File: src/rtl/multicycle_control_fsm.sv
// Multi-cycle RV32I control sequencer: FETCH/DECODE/EXECUTE/MEM/WB with a mem_ready handshake.
// Optional `RETIRE_COUNTER_EN adds a 32-bit retired-instruction counter on port instret.
module multicycle_control_fsm #(
  parameter int unsigned MEM_TIMEOUT = 15
) (
  input  logic        clk,
  input  logic        rst_n,
  input  logic [6:0]  opcode,
  input  logic [2:0]  func3,
  input  logic [6:0]  func7,
  input  logic        branch_taken,
  input  logic        mem_ready,
  output logic        mem_req,
  output logic        mem_we,
  output logic        ir_write,
  output logic        pc_write,
  output logic [1:0]  pc_src,
  output logic        reg_write,
  output logic [1:0]  wb_sel,
  output logic        alu_src_b,
  output logic        alu_src_a_pc,
  output logic [3:0]  alu_op,
  output logic        illegal_instr,
  output logic        bus_error,
  output logic [2:0]  state
`ifdef RETIRE_COUNTER_EN
  ,
  output logic [31:0] instret
`endif
);

  typedef enum logic [2:0] {
    S_FETCH   = 3'd0,
    S_DECODE  = 3'd1,
    S_EXECUTE = 3'd2,
    S_MEM     = 3'd3,
    S_WB      = 3'd4,
    S_HALT    = 3'd7
  } state_t;

  typedef enum logic [3:0] {
    C_R, C_IALU, C_LOAD, C_STORE, C_BRANCH, C_JAL, C_JALR, C_LUI, C_AUIPC, C_BAD
  } iclass_t;

  typedef enum logic [3:0] {
    OP_ADD  = 4'd0,
    OP_SUB  = 4'd1,
    OP_SLL  = 4'd2,
    OP_SLT  = 4'd3,
    OP_SLTU = 4'd4,
    OP_XOR  = 4'd5,
    OP_SRL  = 4'd6,
    OP_SRA  = 4'd7,
    OP_OR   = 4'd8,
    OP_AND  = 4'd9
  } alu_op_t;

  localparam logic [3:0] LP_TIMEOUT = 4'(MEM_TIMEOUT);

  state_t     r_state;
  iclass_t    r_class;
  logic [2:0] r_func3;
  logic       r_func7_b5;
  logic [3:0] r_cnt;
  logic       r_illegal;
  logic       r_bus_err;

  iclass_t    w_class;
  logic       w_illegal;
  logic [3:0] w_cnt_inc;
  logic       w_timeout;
  alu_op_t    w_arith_op;
  alu_op_t    w_branch_op;

  always_comb begin
    case (opcode)
      7'b0110011: w_class = C_R;
      7'b0010011: w_class = C_IALU;
      7'b0000011: w_class = C_LOAD;
      7'b0100011: w_class = C_STORE;
      7'b1100011: w_class = C_BRANCH;
      7'b1101111: w_class = C_JAL;
      7'b1100111: w_class = C_JALR;
      7'b0110111: w_class = C_LUI;
      7'b0010111: w_class = C_AUIPC;
      default:    w_class = C_BAD;
    endcase
    w_illegal = (w_class == C_BAD) ||
                ((w_class == C_R) &&
                 !((func7 == 7'b0000000) ||
                   ((func7 == 7'b0100000) && ((func3 == 3'b000) || (func3 == 3'b101)))));
  end

  assign w_cnt_inc = r_cnt + 4'd1;
  assign w_timeout = !mem_ready && (w_cnt_inc == LP_TIMEOUT);

  always_comb begin
    case (r_func3)
      3'b000:  w_arith_op = ((r_class == C_R) && r_func7_b5) ? OP_SUB : OP_ADD;
      3'b001:  w_arith_op = OP_SLL;
      3'b010:  w_arith_op = OP_SLT;
      3'b011:  w_arith_op = OP_SLTU;
      3'b100:  w_arith_op = OP_XOR;
      3'b101:  w_arith_op = r_func7_b5 ? OP_SRA : OP_SRL;
      3'b110:  w_arith_op = OP_OR;
      default: w_arith_op = OP_AND;
    endcase
    case (r_func3[2:1])
      2'b10:   w_branch_op = OP_SLT;
      2'b11:   w_branch_op = OP_SLTU;
      default: w_branch_op = OP_SUB;
    endcase
  end

  always_ff @(posedge clk or negedge rst_n) begin
    if (!rst_n) begin
      r_state    <= S_FETCH;
      r_class    <= C_R;
      r_func3    <= '0;
      r_func7_b5 <= 1'b0;
      r_cnt      <= '0;
      r_illegal  <= 1'b0;
      r_bus_err  <= 1'b0;
    end else begin
      case (r_state)
        S_FETCH: begin
          if (mem_ready) begin
            r_cnt   <= '0;
            r_state <= S_DECODE;
          end else begin
            r_cnt <= w_cnt_inc;
            if (w_timeout) begin
              r_bus_err <= 1'b1;
              r_state   <= S_HALT;
            end
          end
        end
        S_DECODE: begin
          r_cnt      <= '0;
          r_class    <= w_class;
          r_func3    <= func3;
          r_func7_b5 <= func7[5];
          if (w_illegal) begin
            r_illegal <= 1'b1;
            r_state   <= S_HALT;
          end else begin
            r_state <= S_EXECUTE;
          end
        end
        S_EXECUTE: begin
          r_cnt <= '0;
          case (r_class)
            C_LOAD, C_STORE: r_state <= S_MEM;
            C_BRANCH:        r_state <= S_FETCH;
            default:         r_state <= S_WB;
          endcase
        end
        S_MEM: begin
          if (mem_ready) begin
            r_cnt   <= '0;
            r_state <= (r_class == C_STORE) ? S_FETCH : S_WB;
          end else begin
            r_cnt <= w_cnt_inc;
            if (w_timeout) begin
              r_bus_err <= 1'b1;
              r_state   <= S_HALT;
            end
          end
        end
        S_WB: begin
          r_cnt   <= '0;
          r_state <= S_FETCH;
        end
        S_HALT:  r_state <= S_HALT;
        default: r_state <= S_HALT;
      endcase
    end
  end

  // Outputs are gated by rst_n so an in-flight request drops the moment reset asserts.
  always_comb begin
    mem_req      = 1'b0;
    mem_we       = 1'b0;
    ir_write     = 1'b0;
    pc_write     = 1'b0;
    pc_src       = 2'd0;
    reg_write    = 1'b0;
    wb_sel       = 2'd0;
    alu_src_b    = 1'b0;
    alu_src_a_pc = 1'b0;
    alu_op       = OP_ADD;
    if (rst_n) begin
      case (r_state)
        S_FETCH: begin
          mem_req  = 1'b1;
          ir_write = mem_ready;
          pc_write = mem_ready;
        end
        S_EXECUTE: begin
          case (r_class)
            C_R:    alu_op = w_arith_op;
            C_IALU: begin
              alu_op    = w_arith_op;
              alu_src_b = 1'b1;
            end
            C_LOAD, C_STORE: alu_src_b = 1'b1;
            C_BRANCH: begin
              alu_op   = w_branch_op;
              pc_write = branch_taken;
              pc_src   = 2'd1;
            end
            C_JAL: begin
              pc_write = 1'b1;
              pc_src   = 2'd1;
            end
            C_JALR: begin
              pc_write = 1'b1;
              pc_src   = 2'd2;
            end
            C_AUIPC: begin
              alu_src_a_pc = 1'b1;
              alu_src_b    = 1'b1;
            end
            default: ;
          endcase
        end
        S_MEM: begin
          mem_req = 1'b1;
          mem_we  = (r_class == C_STORE);
        end
        S_WB: begin
          reg_write = 1'b1;
          case (r_class)
            C_LOAD:        wb_sel = 2'd1;
            C_JAL, C_JALR: wb_sel = 2'd2;
            C_LUI:         wb_sel = 2'd3;
            default:       wb_sel = 2'd0;
          endcase
        end
        default: ;
      endcase
    end
  end

  assign illegal_instr = r_illegal;
  assign bus_error     = r_bus_err;
  assign state         = r_state;

`ifdef RETIRE_COUNTER_EN
  logic [31:0] r_instret;
  logic        w_retire;

  assign w_retire = (r_state == S_WB) ||
                    ((r_state == S_EXECUTE) && (r_class == C_BRANCH)) ||
                    ((r_state == S_MEM) && mem_ready && (r_class == C_STORE));

  always_ff @(posedge clk or negedge rst_n) begin
    if (!rst_n) r_instret <= '0;
    else if (w_retire) r_instret <= r_instret + 32'd1;
  end

  assign instret = r_instret;
`endif

endmodule

File: config.mk
export PLATFORM = sky130hd
export DESIGN_NAME = multicycle_control_fsm
export DESIGN_NICKNAME = d
export VERILOG_FILES = /design/src/rtl/multicycle_control_fsm.sv
export SDC_FILE = /design/constraint.sdc
export NUM_CORES = 1
export LEC_CHECK = 0
export ABC_CLOCK_PERIOD_IN_PS = 4800
export BUFFER_PORTS_ARGS = -buffer_cell sky130_fd_sc_hd__buf_2
export CAP_MARGIN = 30
export CORE_MARGIN = 3
export CORE_UTILIZATION = 55
export CTS_BUF_LIST = sky130_fd_sc_hd__clkbuf_4
export CTS_CLUSTER_DIAMETER = 120
export DETAILED_ROUTE_END_ITERATION = 8
export GPL_TIMING_DRIVEN = 0
export PLACE_DENSITY = 0.82
export RECOVER_POWER = 100
export REMOVE_ABC_BUFFERS = 1
export SLEW_MARGIN = 40
export SYNTH_ARGS = -nofsm -noshare
export SYNTH_HDL_FRONTEND = slang
export SYNTH_SLANG_ARGS = --single-unit
File: constraint.sdc
create_clock -name clk -period 4.8 [get_ports clk]
set_clock_uncertainty 0.05 [all_clocks]
set_input_delay 0.24 -clock clk [delete_from_list [all_inputs] [get_ports clk]]
set_output_delay 0.24 -clock clk [all_outputs]
set_load 0.01 [all_outputs]
==> results of run 1 <==
[kinds of logic after synthesis]
| group | count (synthesis) |
|---|---|
| simple gates | 80 |
| compound gates | 54 |
| buf+inv | 21 |
| flops | 17 |
| xor+xnor | 8 |
| mux | 6 |
| fa+ha+maj | 2 |
[report_power, final]
part / switching (mW) / total [mW] / internal [mW] / leakage, nW
clock network: 0.0453 / 0.0832 / 0.0380 / 0.0184
logic: 0.110 / 0.207 / 0.0968 / 0.439
registers: 0.0657 / 0.238 / 0.172 / 0.170
[routing by layer]
metal / part of all wire [%] / vias up
li1: - / 751
met2: 49 / 59
met5: 0 / -
met1: 44 / 711
met3: 5.5 / 6
met4: 1.4 / 0
[final cells by class]
| cell class | instances | area share [%] |
|---|---|---|
| Timing Repair Buffer | 41 | 11.2 |
| Sequential cell | 17 | 25.9 |
| Inverter | 7 | 1.60 |
| Tap cell | 30 | 2.28 |
| Clock buffer | 4 | 1.83 |
| Multi-Input combinational cell | 150 | 57.3 |
[flip-flops by register name, summed over array words and instances (netlist names)]
name           count
bus_error          1
illegal_instr      1
r_class            4
r_cnt              4
r_func3            3
r_func7_b5         1
state              3
[worst reg2reg max path: cells and delay by family (launching register included)]
family	cells	cell delay (ns)
flops	1	0.73
simple gates	2	0.52
mux	1	0.38
[metrics by stage]
step | util, % | cell area (um^2)
4_1_cts | 66.6 | 1680
6_report | 65.2 | 1650
2_1_floorplan | - | 1400
5_1_grt | 65.2 | 1650
3_3_place_gp | 65.0 | 1640
3_5_place_dp | 65.0 | 1640
[cells in the final DEF (no fill, tap or decap), types with 2 or more instances in the layout]
master / synthesis / layout
and3_1: 2 / 2
o21a_1: 2 / 2
mux2_1: 3 / 3
nand2_1: 19 / 19
nand2b_1: 6 / 6
a21oi_1: 10 / 10
nor3_1: 13 / 13
o21ai_0: 7 / 11
or3_1: 3 / 3
mux2_2: 3 / 3
nand3_1: 6 / 6
inv_1: 6 / 6
dfrtp_1: 17 / 17
clkbuf_1: 1 / 21
nor2b_1: 5 / 5
a22oi_1: 4 / 4
nor3b_1: 2 / 2
a211oi_1: 2 / 2
o22ai_1: 3 / 3
xnor2_1: 3 / 3
buf_2: 12 / 19
xor2_1: 5 / 5
ha_1: 2 / 2
a31oi_1: 4 / 4
nor4_1: 2 / 2
o41ai_1: 1 / 2
clkbuf_4: 0 / 4
nand4_1: 2 / 2
o21bai_1: 6 / 6
nor2_1: 13 / 13
[worst max path at each step]
stage,from,to,cells past startpoint
final,rst_n,pc_write,7
after global routing,rst_n,alu_src_b,6
after CTS,rst_n,pc_write,7
after detailed placement,state[1],wb_sel[0],4
after global placement,state[1],wb_sel[0],4
after floorplan,state[1],wb_sel[0],3
==> metrics, run 1 <==
outcome complete, no violations; most frequent cell after synthesis nand2_1; Power per Cell Area about 320 mW/mm^2; Syn Inst Count 188; Synth Area in Compound Gates between 20% and 30%; Reg2Reg Setup Slack ~3.0 ns; multi-input combinational cell area roughly 940 um^2; Pins Over Slew Limit 0; Final Hold Fails 0; initial DRC count 65; Finished Layout Cells approximately 250; clock latency on the worst-skew pair just under 0.3 ns; number of vias per cell approximately 6.1; M1 GR Usage a little over a quarter; total power draw 0.528 mW; Setup-failing EPs final 0; EDFF count, synth 0; core area about 0.0025 mm^2; Area contributors post-synth dfrtp_1, nand2_1, nor3_1; worst-margin pin slew 1.06 ns; ys async rst share 100%; crit path buf inv count 3; detailed-route DRC error count 0; antenna cells 0; hold path startpoint func7[5]; sequential area share after synthesis about 29%; placed instance count around 240; RSZ-0062 raised after global routing no; Synth Area in Simple Gates between 20 and 30%; initial core utilization between 50% and 60%; Mapped Area approximately 0.0015 mm^2; DRT Pass-1 Iters 5; RD Place Congestion 0.810; reg-to-reg critical path startpoint state[1]; setup ws final slightly below 2 ns; hold path depth 2; Die Width 57.7 um; type of origin of the critical path primary input; largest family of logic cells by synthesized area simple AND/OR/NAND/NOR gates; clk slew on worst S/H paths approximately 0.09 ns; Ports 41; CTS root buf clkbuf_4; number of global-route vias before repair 1,405; FF/Latch Area around 430 um^2; adder-cell share of the synthesized area 1.70%; # rows 18; first-pass GRT wire length around 5900 um; Syn. warnings 0; area leader, netlist dfrtp_1; GR Util met3 around 2.9%; post-synth cell types 49; CTS Buf Count 3; total gr overflow 0; pin count of the biggest net entering global routing 21; Die Span Y approximately 58 um; average size of a mapped cell 7.83 um^2; Setup CP Type in -> out; crit-path max FO 20; LEAKAGE between 0.6 and 0.7 nW; fin crit share around 59%; cell repeated most along the worst path clkbuf_1; CTS Hold Bufs 1; cell breakdown of the critical path dlygate4sd3_1 -> clkbuf_1 -> nor2b_1 -> nand4_1 -> a211oi_1 -> or2_1 -> clkbuf_1; top_reg_cell synth dfrtp_1; H-tree depth 1; peak supply drop 0.230 mV; Post-DP HPWL around 2800 um; max-cap violations 0; Fill cells roughly 240; final worst path period need roughly 2.8 ns; final antenna-violating net count 0; critical path's top delay family buffers and inverters; Bufs on Longest Clock Path 2; Hold WC Path Type in -> reg; WL final 3660 um; setup_tns 0 ns; max_slew headroom between 20 and 30%; layout cells sized above 1 between 10% and 20%; area grow syn2layout 11.7%; Reg-to-Reg End r_func3[0]; Synth top cells by count nand2_1, dfrtp_1, nor2_1, nor3_1, buf_2; met2 Usage GRT 39.2%; highest clock rate between 300 and 400 MHz; clk sinks 17; CP Capture Type output pin; initial antenna violation count 0; post-synthesis mux area share ~4.6%; Worst Hold Path EP r_func7_b5; register bit total from synthesis 17; top cell type's share of synthesized area between 20% and 30%; Post-CTS Resized 0; pre-CTS WS just under 3 ns; critical path required time around 4.5 ns; FF-to-FF path depth 3; total setup buffers inserted after CTS 0; CP peak stage delay between 0.7 and 0.8 ns; CP max stage cell clkbuf_1; Vias 1,527; nets@finish ~240; Avg WL per Cell 14.7 um; CTS tree built; gr busiest metal met2; Worst Path Arrival 2.54 ns; gr usage total between 20% and 30%; Fin Hold WS about 0.12 ns; post-synthesis xor/xnor area fraction around 4.8%; Die Area between 0.003 and 0.004 mm^2; count of input and output buffers 40
No activity file was read; power rests on OpenSTA's default activity.
==> run 2: changes to the inputs <==
--- a/config.mk
+++ b/config.mk
@@ -5,16 +5,16 @@
 export SDC_FILE = /design/constraint.sdc
 export NUM_CORES = 1
 export LEC_CHECK = 0
-export ABC_CLOCK_PERIOD_IN_PS = 4800
+export ABC_CLOCK_PERIOD_IN_PS = 2600
 export BUFFER_PORTS_ARGS = -buffer_cell sky130_fd_sc_hd__buf_2
 export CAP_MARGIN = 30
 export CORE_MARGIN = 3
-export CORE_UTILIZATION = 55
+export CORE_UTILIZATION = 49
 export CTS_BUF_LIST = sky130_fd_sc_hd__clkbuf_4
 export CTS_CLUSTER_DIAMETER = 120
 export DETAILED_ROUTE_END_ITERATION = 8
 export GPL_TIMING_DRIVEN = 0
-export PLACE_DENSITY = 0.82
+export PLACE_DENSITY = 0.78
 export RECOVER_POWER = 100
 export REMOVE_ABC_BUFFERS = 1
 export SLEW_MARGIN = 40
==> constraint.sdc (replaced) <==
create_clock -name clk -period 2.6 [get_ports clk]
set_clock_uncertainty 0.05 [all_clocks]
set_input_delay 0.13 -clock clk [delete_from_list [all_inputs] [get_ports clk]]
set_output_delay 0.13 -clock clk [all_outputs]
set_load 0.01 [all_outputs]
==> metrics, run 2 (same netlist as run 1, synthesis figures left out) <==
Ports 41 (unchanged); met3 WL 202 um (+1.0%); number of global-route vias before repair 1,283 (-8.7%); Post-DP HPWL 2500 um (-10%); Placed Instance Area 0.00164 mm^2 (about the same); first-pass GRT wire length 5510 um (-6.8%); H-tree depth 1 (unchanged); Vias 1,478 (-3.2%); Met1 Wirelength 1580 um (-1.2%); routed wl met2 1500 um (-17%); Reg2Reg Setup Slack 0.83 ns (-2.18 ns); Bufs on Longest Clock Path 2 (unchanged); Worst Path Arrival 1.99 ns (-0.55 ns); LEAKAGE 0.629 nW (+0.33%); detailed-route DRC error count 0 (unchanged); worst-margin pin slew 0.568 ns (-0.488 ns); critical path's top delay family simple AND/OR/NAND/NOR gates; max_slew headroom 62.1% (+33 points); RSZ-0062 raised after global routing no; core area 0.00281 mm^2 (+11%); number of vias per cell 5.91 (-3.6%); CP peak stage delay 0.60 ns (-0.18 ns); placed instance count 245 (+0.41%); Final Hold Fails 0 (unchanged); hold path startpoint func7[5]; crit-path max FO 18 (-10%); CP Capture Type output pin; cell breakdown of the critical path nor2_1 -> nand3_1 -> nor4b_1 -> clkbuf_1; nets@finish 243 (unchanged); Finished Layout Cells 250 (+0.40%); count of input and output buffers 40 (unchanged); Pins Over Slew Limit 0 (unchanged); clk sinks 17 (unchanged); setup_tns 0 ns (unchanged); initial antenna violation count 0 (unchanged); area grow syn2layout 11.7% (unchanged); highest clock rate ~460 MHz; DR top layer met4; WL final 3330 um (-9.0%); DRT Pass-1 Iters 4 (-1); # rows 19 (+1); post-layout util 58.7% (-6.6 points); initial DRC count 68 (+4.6%); CTS Buf Count 3 (unchanged); most frequent cells in the layout buf_2, clkbuf_1, nand2_1; biggest regs r_class: 4 flops, r_cnt: 4 flops; CTS tree built; antenna cells 0 (unchanged); reg-to-reg critical path startpoint state[1]; FF-to-FF path depth 3 (unchanged); hold path depth 2 (unchanged); initial core utilization 52.5% (-5.9 points); Avg WL per Cell 13.3 um (-9.3%); layout cells sized above 1 14.6% (+0.46 points); Worst Hold Path EP r_func7_b5; critical path required time 2.42 ns (-2.09 ns); final antenna-violating net count 0 (unchanged); RD Place Congestion 0.819 (+1.1%); Reg-to-Reg End r_func3[0]; Power per Cell Area 577 mW/mm^2 (+80%); Die Span Y 60.8 um (+5.3%); max-cap violations 0 (unchanged); CP max stage cell dfrtp_1; type of origin of the critical path flip-flop; Hold WC Path Type in -> reg; total gr overflow 0 (unchanged); crit path buf inv count 1 (-2); Setup CP Type reg -> out; peak supply drop 0.228 mV (-1.0%); gr usage total 19.3% (-2.7 points); Die Width 60.8 um (+5.3%); post-route cell area 0.00165 mm^2 (unchanged); outcome complete, no violations; pin count of the biggest net entering global routing 21 (unchanged); fin crit share between 80% and 90%; clock latency on the worst-skew pair 0.30 ns (about the same); final worst path period need between 2 and 2.5 ns; pre-CTS WS 0.810 ns (-2.12 ns); Post-CTS Resized 0 (unchanged); clk slew on worst S/H paths 0.11 ns (+0.02 ns); CTS root buf clkbuf_4; Die Area 0.00370 mm^2 (+11%); crit path launch state[1]; setup ws final 0.434 ns (-1.53 ns); Setup-failing EPs final 0 (unchanged)
[run 2: metal layers]
layer  up-vias  global-route usage, %
met5         -                      0
met4         0                   6.81
met3         5                   1.91
met2        50                   31.9
met1       670                   26.2
li1        753                      -
[run 2: through the flow]
stage          total power, mW  hold slack, ns
2_1_floorplan            0.701          -0.216
3_3_place_gp             0.806          0.0411
3_5_place_dp             0.815          0.0425
4_1_cts                  0.962          0.0123
5_1_grt                   1.03          0.0227
6_report                 0.949          0.0127
[run 2: final cells by class]
| type | instances | area [um^2] |
|---|---|---|
| fill | 275 | 1160 |
| multi-input combinational | 150 | 942 |
| sequential | 17 | 425 |
| timing repair buffer | 41 | 185 |
| tap | 31 | 38.8 |
| inverter | 7 | 26.3 |
| clock buffer | 3 | 22.5 |
| clock inverter | 1 | 5.00 |
[run 2: what timing repair did]
item | 4_1_cts | 5_1_grt
hold buffers | 1 | 0
endpoints found under the hold margin | 17 | 0
buffers inserted | 0 | 0
[run 2: how the worst max path moves through the flow]
stage                            to  depth (start not counted)
after floorplan           wb_sel[0]                          3
after global placement    wb_sel[0]                          4
after detailed placement  wb_sel[0]                          4
after CTS                  pc_write                          7
after global routing      wb_sel[0]                          4
final                     wb_sel[0]                          4
[run 2: power by group]
part	internal, mW	leakage (nW)	switching, mW
Sequential	0.317	0.170	0.118
Combinational	0.179	0.442	0.190
Clock	0.0573	0.0177	0.0869
Total	0.554	0.629	0.395
